### src/rtl/operand_bank.sv
// Four operand registers feeding the 4:1 operand mux, plus a start-triggered sequencer that scans sel 0..3.
// Optional macro OPB_WRLOCK_EN: rejects register writes during a scan and pulses wr_err instead.
module operand_bank #(
    parameter int WIDTH       = 8,
    parameter int HOLD_CYCLES = 4
) (
    input  logic             clk,
    input  logic             rst_n,
    input  logic             wr_en,
    input  logic [1:0]       wr_addr,
    input  logic [WIDTH-1:0] wr_data,
    input  logic             start,
    output logic [1:0]       sel,
    output logic             sel_valid,
    output logic [WIDTH-1:0] inp1,
    output logic [WIDTH-1:0] inp2,
    output logic [WIDTH-1:0] inp3,
    output logic [WIDTH-1:0] inp4,
    output logic             busy,
    output logic             done,
    output logic             wr_err
);

    typedef enum logic [1:0] {
        IDLE = 2'd0,
        SCAN = 2'd1,
        DONE = 2'd2
    } state_t;

    localparam logic [7:0] HOLD_LAST = 8'(HOLD_CYCLES - 1);

    state_t           state, state_nxt;
    logic [1:0]       sel_nxt;
    logic [7:0]       cnt, cnt_nxt;
    logic [WIDTH-1:0] regs [4];
    logic             write_ok;

    always_comb begin
        state_nxt = state;
        sel_nxt   = sel;
        cnt_nxt   = cnt;
        case (state)
            IDLE: begin
                sel_nxt = 2'd0;
                cnt_nxt = 8'd0;
                if (start) begin
                    state_nxt = SCAN;
                end
            end
            SCAN: begin
                if (cnt == HOLD_LAST) begin
                    cnt_nxt = 8'd0;
                    // sel never wraps inside SCAN; the last slot exits to DONE
                    if (sel == 2'd3) begin
                        state_nxt = DONE;
                        sel_nxt   = 2'd0;
                    end else begin
                        sel_nxt = sel + 2'd1;
                    end
                end else begin
                    cnt_nxt = cnt + 8'd1;
                end
            end
            DONE: begin
                state_nxt = IDLE;
                sel_nxt   = 2'd0;
                cnt_nxt   = 8'd0;
            end
            default: begin
                state_nxt = IDLE;
                sel_nxt   = 2'd0;
                cnt_nxt   = 8'd0;
            end
        endcase
    end

    // Status outputs are registered from the next state so they line up with sel.
    always_ff @(posedge clk or negedge rst_n) begin
        if (!rst_n) begin
            state     <= IDLE;
            sel       <= 2'd0;
            cnt       <= 8'd0;
            busy      <= 1'b0;
            sel_valid <= 1'b0;
            done      <= 1'b0;
        end else begin
            state     <= state_nxt;
            sel       <= sel_nxt;
            cnt       <= cnt_nxt;
            busy      <= (state_nxt == SCAN);
            sel_valid <= (state_nxt == SCAN);
            done      <= (state_nxt == DONE);
        end
    end

`ifdef OPB_WRLOCK_EN
    assign write_ok = wr_en && (state != SCAN);

    always_ff @(posedge clk or negedge rst_n) begin
        if (!rst_n) begin
            wr_err <= 1'b0;
        end else begin
            wr_err <= wr_en && (state == SCAN);
        end
    end
`else
    assign write_ok = wr_en;
    assign wr_err   = 1'b0;
`endif

    always_ff @(posedge clk or negedge rst_n) begin
        if (!rst_n) begin
            for (int i = 0; i < 4; i++) begin
                regs[i] <= '0;
            end
        end else if (write_ok) begin
            regs[wr_addr] <= wr_data;
        end
    end

    assign inp1 = regs[0];
    assign inp2 = regs[1];
    assign inp3 = regs[2];
    assign inp4 = regs[3];

endmodule

### config.mk
export PLATFORM = sky130hd
export DESIGN_NAME = operand_bank
export DESIGN_NICKNAME = d
export VERILOG_FILES = /design/src/rtl/operand_bank.sv
export SDC_FILE = /design/constraint.sdc
export NUM_CORES = 1
export LEC_CHECK = 0
export ABC_CLOCK_PERIOD_IN_PS = 1700
export BUFFER_PORTS_ARGS = -buffer_cell sky130_fd_sc_hd__buf_4
export CAP_MARGIN = 25
export CORE_MARGIN = 2
export CORE_UTILIZATION = 46
export CTS_BUF_LIST = sky130_fd_sc_hd__clkbuf_4 sky130_fd_sc_hd__clkbuf_8 sky130_fd_sc_hd__clkbuf_16
export DETAILED_ROUTE_END_ITERATION = 7
export PLACE_DENSITY = 0.75
export SLEW_MARGIN = 20
export SYNTH_ARGS = -nofsm -noshare
export SYNTH_HDL_FRONTEND = slang
export SYNTH_SLANG_ARGS = --single-unit
### constraint.sdc
create_clock -name clk -period 1.7 [get_ports clk]
set_clock_uncertainty 0.15 [all_clocks]
set_input_delay 0.51 -clock clk [delete_from_list [all_inputs] [get_ports clk]]
set_output_delay 0.51 -clock clk [all_outputs]
set_load 0.01 [all_outputs]
==> flow_summary.json, run 1 <==
{
  "status": "finished with violations",
  "violations": "setup timing",
  "r2r_slack_ns": -0.05,
  "synthTopCellsByCount": "dfrtp_1 (46), mux2_2 (32), nor2_1 (6)",
  "finalHoldViolations": 0,
  "arrival_ns": 1.84,
  "end_kind": "flip-flop",
  "gr-total-overflow": 0,
  "area_growth_pct": 37.4,
  "irDropWorstVdd_mv": 1.03,
  "grt_pass1_wl_um": 6120,
  "min_period_ns": 1.75,
  "maxSlewHeadroom_pct": 63.6,
  "yosys_register_bits": 46,
  "worst_slack_ns": -0.0536,
  "stdcell_count": 249,
  "clock-root-buffer": "clkbuf_8",
  "cp_num_cells": 4,
  "firstDrtPassIters": 4,
  "ys_async_sr_fraction_pct": 100,
  "die_y_um": 67.0,
  "worstSetupEndpoint": "sel[0]",
  "cts_buffer_depth": 2,
  "slew_viol_final": 0,
  "crit_path_max_incr_delay_ns": 0.49,
  "cts_tree": "built",
  "syn_area_per_cell_sq_um": 14.3,
  "num_vias": 1296,
  "synth_top_flop_cell": "dfrtp_1",
  "ant_nets": 0,
  "rows": 22,
  "synth.most_common_cell": "dfrtp_1",
  "wl_per_cell_um": 15.7,
  "core_sq_mm": 0.00374,
  "seq_area_sq_mm": 0.00115,
  "cp_slowest_cell": "or4_4",
  "dieArea_sq_mm": 0.00449,
  "critPathKind": "reg -> reg",
  "timing.rr.end": "sel[0]",
  "r2r_cells": 4,
  "worstHoldPathType": "in -> async",
  "dpl.cell_count": 238,
  "drt_wl_total_um": 3900,
  "required_ns": 1.78,
  "drtIter0Drc": 86,
  "synthesis.nets": 144,
  "cp_top_family": "simple AND/OR/NAND/NOR gates",
  "crit_chain": "ha_2, or3b_4, or4_4, a21oi_2",
  "diodes": 0,
  "place_hpwl_um": 2890,
  "synth_top_area_share_pct": 63.0,
  "clkLatencyLatePin_ns": 0.30,
  "worst-path-buf-inv": 0,
  "antenna_found_initial": 0,
  "synth_top_area_cell": "dfrtp_1",
  "seq_area_frac_synth_pct": 63.0,
  "power.leakage_nw": 1.17,
  "worstMarginPinSlew_ns": 0.546,
  "yosys-top-cells-area": "dfrtp_1 (63%), mux2_2 (20%), a21oi_1 (1.4%)",
  "num_io_pins": 52,
  "maxCapViolations": 0,
  "grt_pass1_vias": 1299,
  "synth_edf_count": 0,
  "yosysWarnings": 0,
  "setup_viol": 1,
  "initial_core_util_pct": 48.8,
  "gp_congestion": 0.827,
  "grtUsageTotal_pct": 18.9,
  "grt_max_degree": 47,
  "multi_input_area_sq_um": 681,
  "final_core_util_pct": 67.1,
  "finalCritPeriodShare_pct": 103,
  "via_per_inst": 5.20,
  "syn-cell-area_sq_mm": 0.00183,
  "drive_gt1_share_pct": 57.7,
  "reg2reg_from": "cnt[0]",
  "h-tree-depth": 2,
  "cts_num_sinks": 46,
  "cts.clk_slew.worst_paths_ns": 0.08,
  "timing.hold.ws_ns": 0.0414,
  "startpoint": "cnt[0]",
  "grt_setup_unrepaired": "yes",
  "start_kind": "flip-flop",
  "syn_inst": 128,
  "synth_cell_types": 26,
  "clock.fmax_mhz": 570,
  "nets": 216,
  "path_max_fanout": 4,
  "drc": 0,
  "portBuffers": 50,
  "numCtsBuffers": 5,
  "p_per_area_mw_per_mm2": 1390,
  "die_x_um": 67.0,
  "fillers": 291
}
==> worst min-delay path by stage <==
stage / start / to / slack, ns
floorplan: rst_n / busy / 0.06
global placement: state[1] / state[0] / 0.30
detailed placement: state[1] / state[0] / 0.32
CTS: rst_n / inp4[3] / 0.05
global route: rst_n / inp4[1] / 0.07
finish: rst_n / inp4[1] / 0.04
==> registers in the layout, indices dropped and copies added, names as in the netlist <==
signal and count:
cnt 8, busy 1, inp3 8, inp4 8, inp2 8, state 2
sel 2, inp1 8, done 1
==> final cells by class <==
type / instances / share of cell area, %
timing repair buffer: 67 / 20.0
clock buffer: 5 / 2.74
clock inverter: 3 / 1.79
inverter: 1 / 0.149
sequential: 46 / 45.8
tap: 48 / 2.39
multi-input combinational: 79 / 27.1
==> metrics by stage <==
stage	area (sq um)	setup TNS, ns	power (mW)	setup WS, ns
final	2510	-0.0536	3.49	-0.0536
after global routing	2510	-0.118	3.70	-0.0688
after CTS	2480	-0.140	3.45	-0.0769
after detailed placement	2360	-0.179	2.63	-0.114
after global placement	2360	-0.0476	2.56	-0.0383
after floorplan	1830	-0.0241	2.05	-0.0196
==> where the power goes <==
part           total [mW]  switching, mW  internal, mW  leakage (nW)
registers            1.52          0.170          1.35         0.551
clock network       0.801          0.364         0.437        0.0504
logic                1.17          0.511         0.654         0.567
==> worst reg2reg max path, stage by stage (launching register included) <==
cell and delay, ns:
dfrtp_1 0.36, ha_2 0.18, or3b_4 0.39, or4_4 0.49, a21oi_2 0.13
==> repair_timing <==
item / CTS / global route
buffers inserted: 1 / 2
hold buffers: 0 / 0
resized for setup: 0 / 5
pin swaps: 3 / 2
endpoints found under the setup margin: 2 / 6
==> logic make-up after synthesis <==
| family | count (synthesis) | synth area share (%) |
|---|---|---|
| simple gates | 28 | 9.17 |
| flops | 46 | 63.0 |
| fa+ha+maj | 2 | 1.37 |
| other cells | 1 | 0.205 |
| buf+inv | 3 | 1.03 |
| xor+xnor | 3 | 1.44 |
| mux | 32 | 19.7 |
| compound gates | 13 | 4.11 |
==> layer usage <==
metal / vias to the layer above / track usage (%) / wire length, um
li1: 610 / - / -
met1: 647 / 22.5 / 1570
met2: 36 / 32.7 / 2030
met3: 3 / 4.39 / 275
met4: 0 / 7.65 / 29
met5: - / 0 / 0
==> placed cells by master, fill, tap and decap left out, types with 2 or more instances in the layout <==
cell,netlist,layout
buf_4,2,67
mux2_2,32,32
a311oi_1,2,2
xor2_1,2,2
a21oi_2,0,2
nand2_1,3,3
or3_1,2,2
a21oi_1,5,3
clkbuf_8,0,5
or4_4,1,2
nor2_1,6,5
nand3b_1,2,2
dfrtp_1,46,46
nand3_1,4,4
o21ai_0,5,5
and3_1,2,2
clkinvlp_4,0,2
Note: power is estimated with default switching activity, not from simulation.
==> run 2: changes to the inputs <==
--- a/config.mk
+++ b/config.mk
@@ -8,7 +8,6 @@
 export ABC_CLOCK_PERIOD_IN_PS = 1700
 export BUFFER_PORTS_ARGS = -buffer_cell sky130_fd_sc_hd__buf_4
 export CAP_MARGIN = 25
-export CORE_MARGIN = 2
 export CORE_UTILIZATION = 46
 export CTS_BUF_LIST = sky130_fd_sc_hd__clkbuf_4 sky130_fd_sc_hd__clkbuf_8 sky130_fd_sc_hd__clkbuf_16
 export DETAILED_ROUTE_END_ITERATION = 7
==> constraint.sdc (replaced) <==
create_clock -name clk -period 1.7 [get_ports clk]
set_clock_uncertainty 0.15 [all_clocks]
set_input_delay 0 -clock clk [delete_from_list [all_inputs] [get_ports clk]]
set_output_delay 0 -clock clk [all_outputs]
set_load 0.01 [all_outputs]
==> run 2 against run 1 <==
Non-clock buffer count grew 5. Critical endpoint unchanged. First-iteration DRC count down 48%. Combinational power barely moved. The run still ends with setup timing left. Final cell count increased by 1.6%. Clock-buffer cell count grew 1. Sequential power about the same.
==> flow_summary.json, run 2 (synthesized netlist as in run 1, its figures left out) <==
{
  "status": "finished with violations",
  "violations": "setup timing",
  "drc": 0,
  "cp_slowest_cell": "or4_4",
  "finalCritPeriodShare_pct": 103,
  "end_kind": "flip-flop",
  "numCtsBuffers": 5,
  "wl_per_cell_um": 15.7,
  "antenna_found_initial": 0,
  "final_core_util_pct": 68.5,
  "setup_viol": 1,
  "rows": 22,
  "nets": 221,
  "clock.fmax_mhz": 573,
  "initial_core_util_pct": 48.8,
  "num_vias": 1302,
  "grt_pass1_wl_um": 6310,
  "firstDrtPassIters": 4,
  "final_cell_mix": "buf_4 (62), dfrtp_1 (46), mux2_2 (32)",
  "irDropWorstVdd_mv": 0.698,
  "drt_wl_total_um": 3970,
  "fin_total_pwr_mw": 3.49,
  "critPathKind": "reg -> reg",
  "final_common_cell": "buf_4",
  "clkLatencyLatePin_ns": 0.29,
  "gr-total-overflow": 0,
  "power.leakage_nw": 1.19,
  "core_sq_mm": 0.00374,
  "worstMarginPinSlew_ns": 0.558,
  "finalHoldViolations": 0,
  "min_period_ns": 1.75,
  "post-place-ws_ns": -0.0506,
  "die_x_um": 65.0,
  "crit_chain": "or4_4, or4_1, a21oi_1",
  "postPlaceCellArea_sq_mm": 0.00234,
  "maxSlewHeadroom_pct": 62.8,
  "cts_num_sinks": 46,
  "crit_path_max_incr_delay_ns": 0.54,
  "drive_gt1_share_pct": 52.7,
  "slew_viol_final": 0,
  "worst_slack_ns": -0.0464,
  "cts.clk_slew.worst_paths_ns": 0.08,
  "grt_max_degree": 47,
  "gp_congestion": 0.790,
  "drtIter0Drc": 45,
  "grt_setup_unrepaired": "yes",
  "maxCapViolations": 0,
  "grt_pass1_vias": 1351,
  "diodes": 0,
  "path_max_fanout": 3,
  "num_io_pins": 52,
  "clock-root-buffer": "clkbuf_8",
  "via_per_inst": 5.15,
  "die_y_um": 65.0,
  "worstHoldPathType": "in -> async",
  "h-tree-depth": 2,
  "place_hpwl_um": 2800,
  "area_growth_pct": 40.4,
  "ant_nets": 0,
  "grtUsageTotal_pct": 20.6,
  "p_per_area_mw_per_mm2": 1360,
  "cts_tree": "built",
  "design_area_sq_mm": 0.00257,
  "arrival_ns": 1.82,
  "start_kind": "flip-flop",
  "timing.hold.ws_ns": 0.0878,
  "dieArea_sq_mm": 0.00423,
  "required_ns": 1.77,
  "portBuffers": 50,
  "cts_buffer_depth": 2
}
[run 2: changes by cell type in the layout (fill, tap and decap cells not counted)]
cell | previous run | this run
a21oi_2 | 2 | 1
clkinvlp_4 | 2 | 0
o21ai_0 | 5 | 4
a21oi_1 | 3 | 4
o21ai_1 | 0 | 1
clkbuf_8 | 5 | 6
or4_1 | 1 | 2
or4_4 | 2 | 1
buf_4 | 67 | 62
dlygate4sd3_1 | 0 | 10
[run 2: what timing repair did]
item                                   4_1_cts  5_1_grt
pin swaps                                    1        1
hold buffers                                10        0
endpoints found under the hold margin       80        0
setup endpoints to repair                    2        8
setup buffers                                1        0
gates resized for setup                      1        3
[run 2: metal layers]
layer  share of wire (%)  track usage, %
met5                   0               0
met4                 2.1            12.0
met3                 4.6            3.87
met2                  53            35.3
met1                  40            24.0
[run 2: worst max-delay path, delay by kind of cell, from the launching register on]
family | cells | cell delay, ns
DFF | 1 | 0.38
AOI/OAI and AO/OA | 1 | 0.13
and+or+nand+nor | 2 | 1.01
[run 2: layout make-up]
type / instances / area (sq um)
Fill cell: 288 / 1180
Sequential cell: 46 / 1150
Multi-Input combinational cell: 79 / 673
Timing Repair Buffer: 72 / 566
Clock buffer: 6 / 82.6
Tap cell: 48 / 60.1
Clock inverter: 1 / 30.0
Inverter: 1 / 3.75
[run 2: where the power goes]
group          internal (mW)  switching, mW  total, mW
Clock                  0.470          0.330      0.800
Sequential              1.35          0.161       1.51
Combinational          0.654          0.527       1.18
Total                   2.47           1.02       3.49
[run 2: through the flow]
| step | TNS [ns] | std cells |
|---|---|---|
| floorplan | -0.0241 | 128 |
| global placement | -0.0482 | 235 |
| detailed placement | -0.0870 | 235 |
| CTS | -0.0748 | 253 |
| global route | -0.151 | 253 |
| finish | -0.0464 | 253 |
[run 2: worst paths after layout]
| path | from | slack [ns] | end | depth (start not counted) |
|---|---|---|---|---|
| worst max-delay path | cnt[3] | -0.05 | sel[0] | 3 |
| worst min-delay path | rst_n | 0.09 | state[1] | 2 |
| worst max register to register | cnt[3] | -0.05 | sel[0] | 3 |
| worst min register to register | state[1] | 0.33 | busy | 1 |
| max in group asynchronous | rst_n | 0.93 | inp2[4] | 2 |
| min in group clk | wr_addr[1] | 0.12 | inp1[7] | 4 |
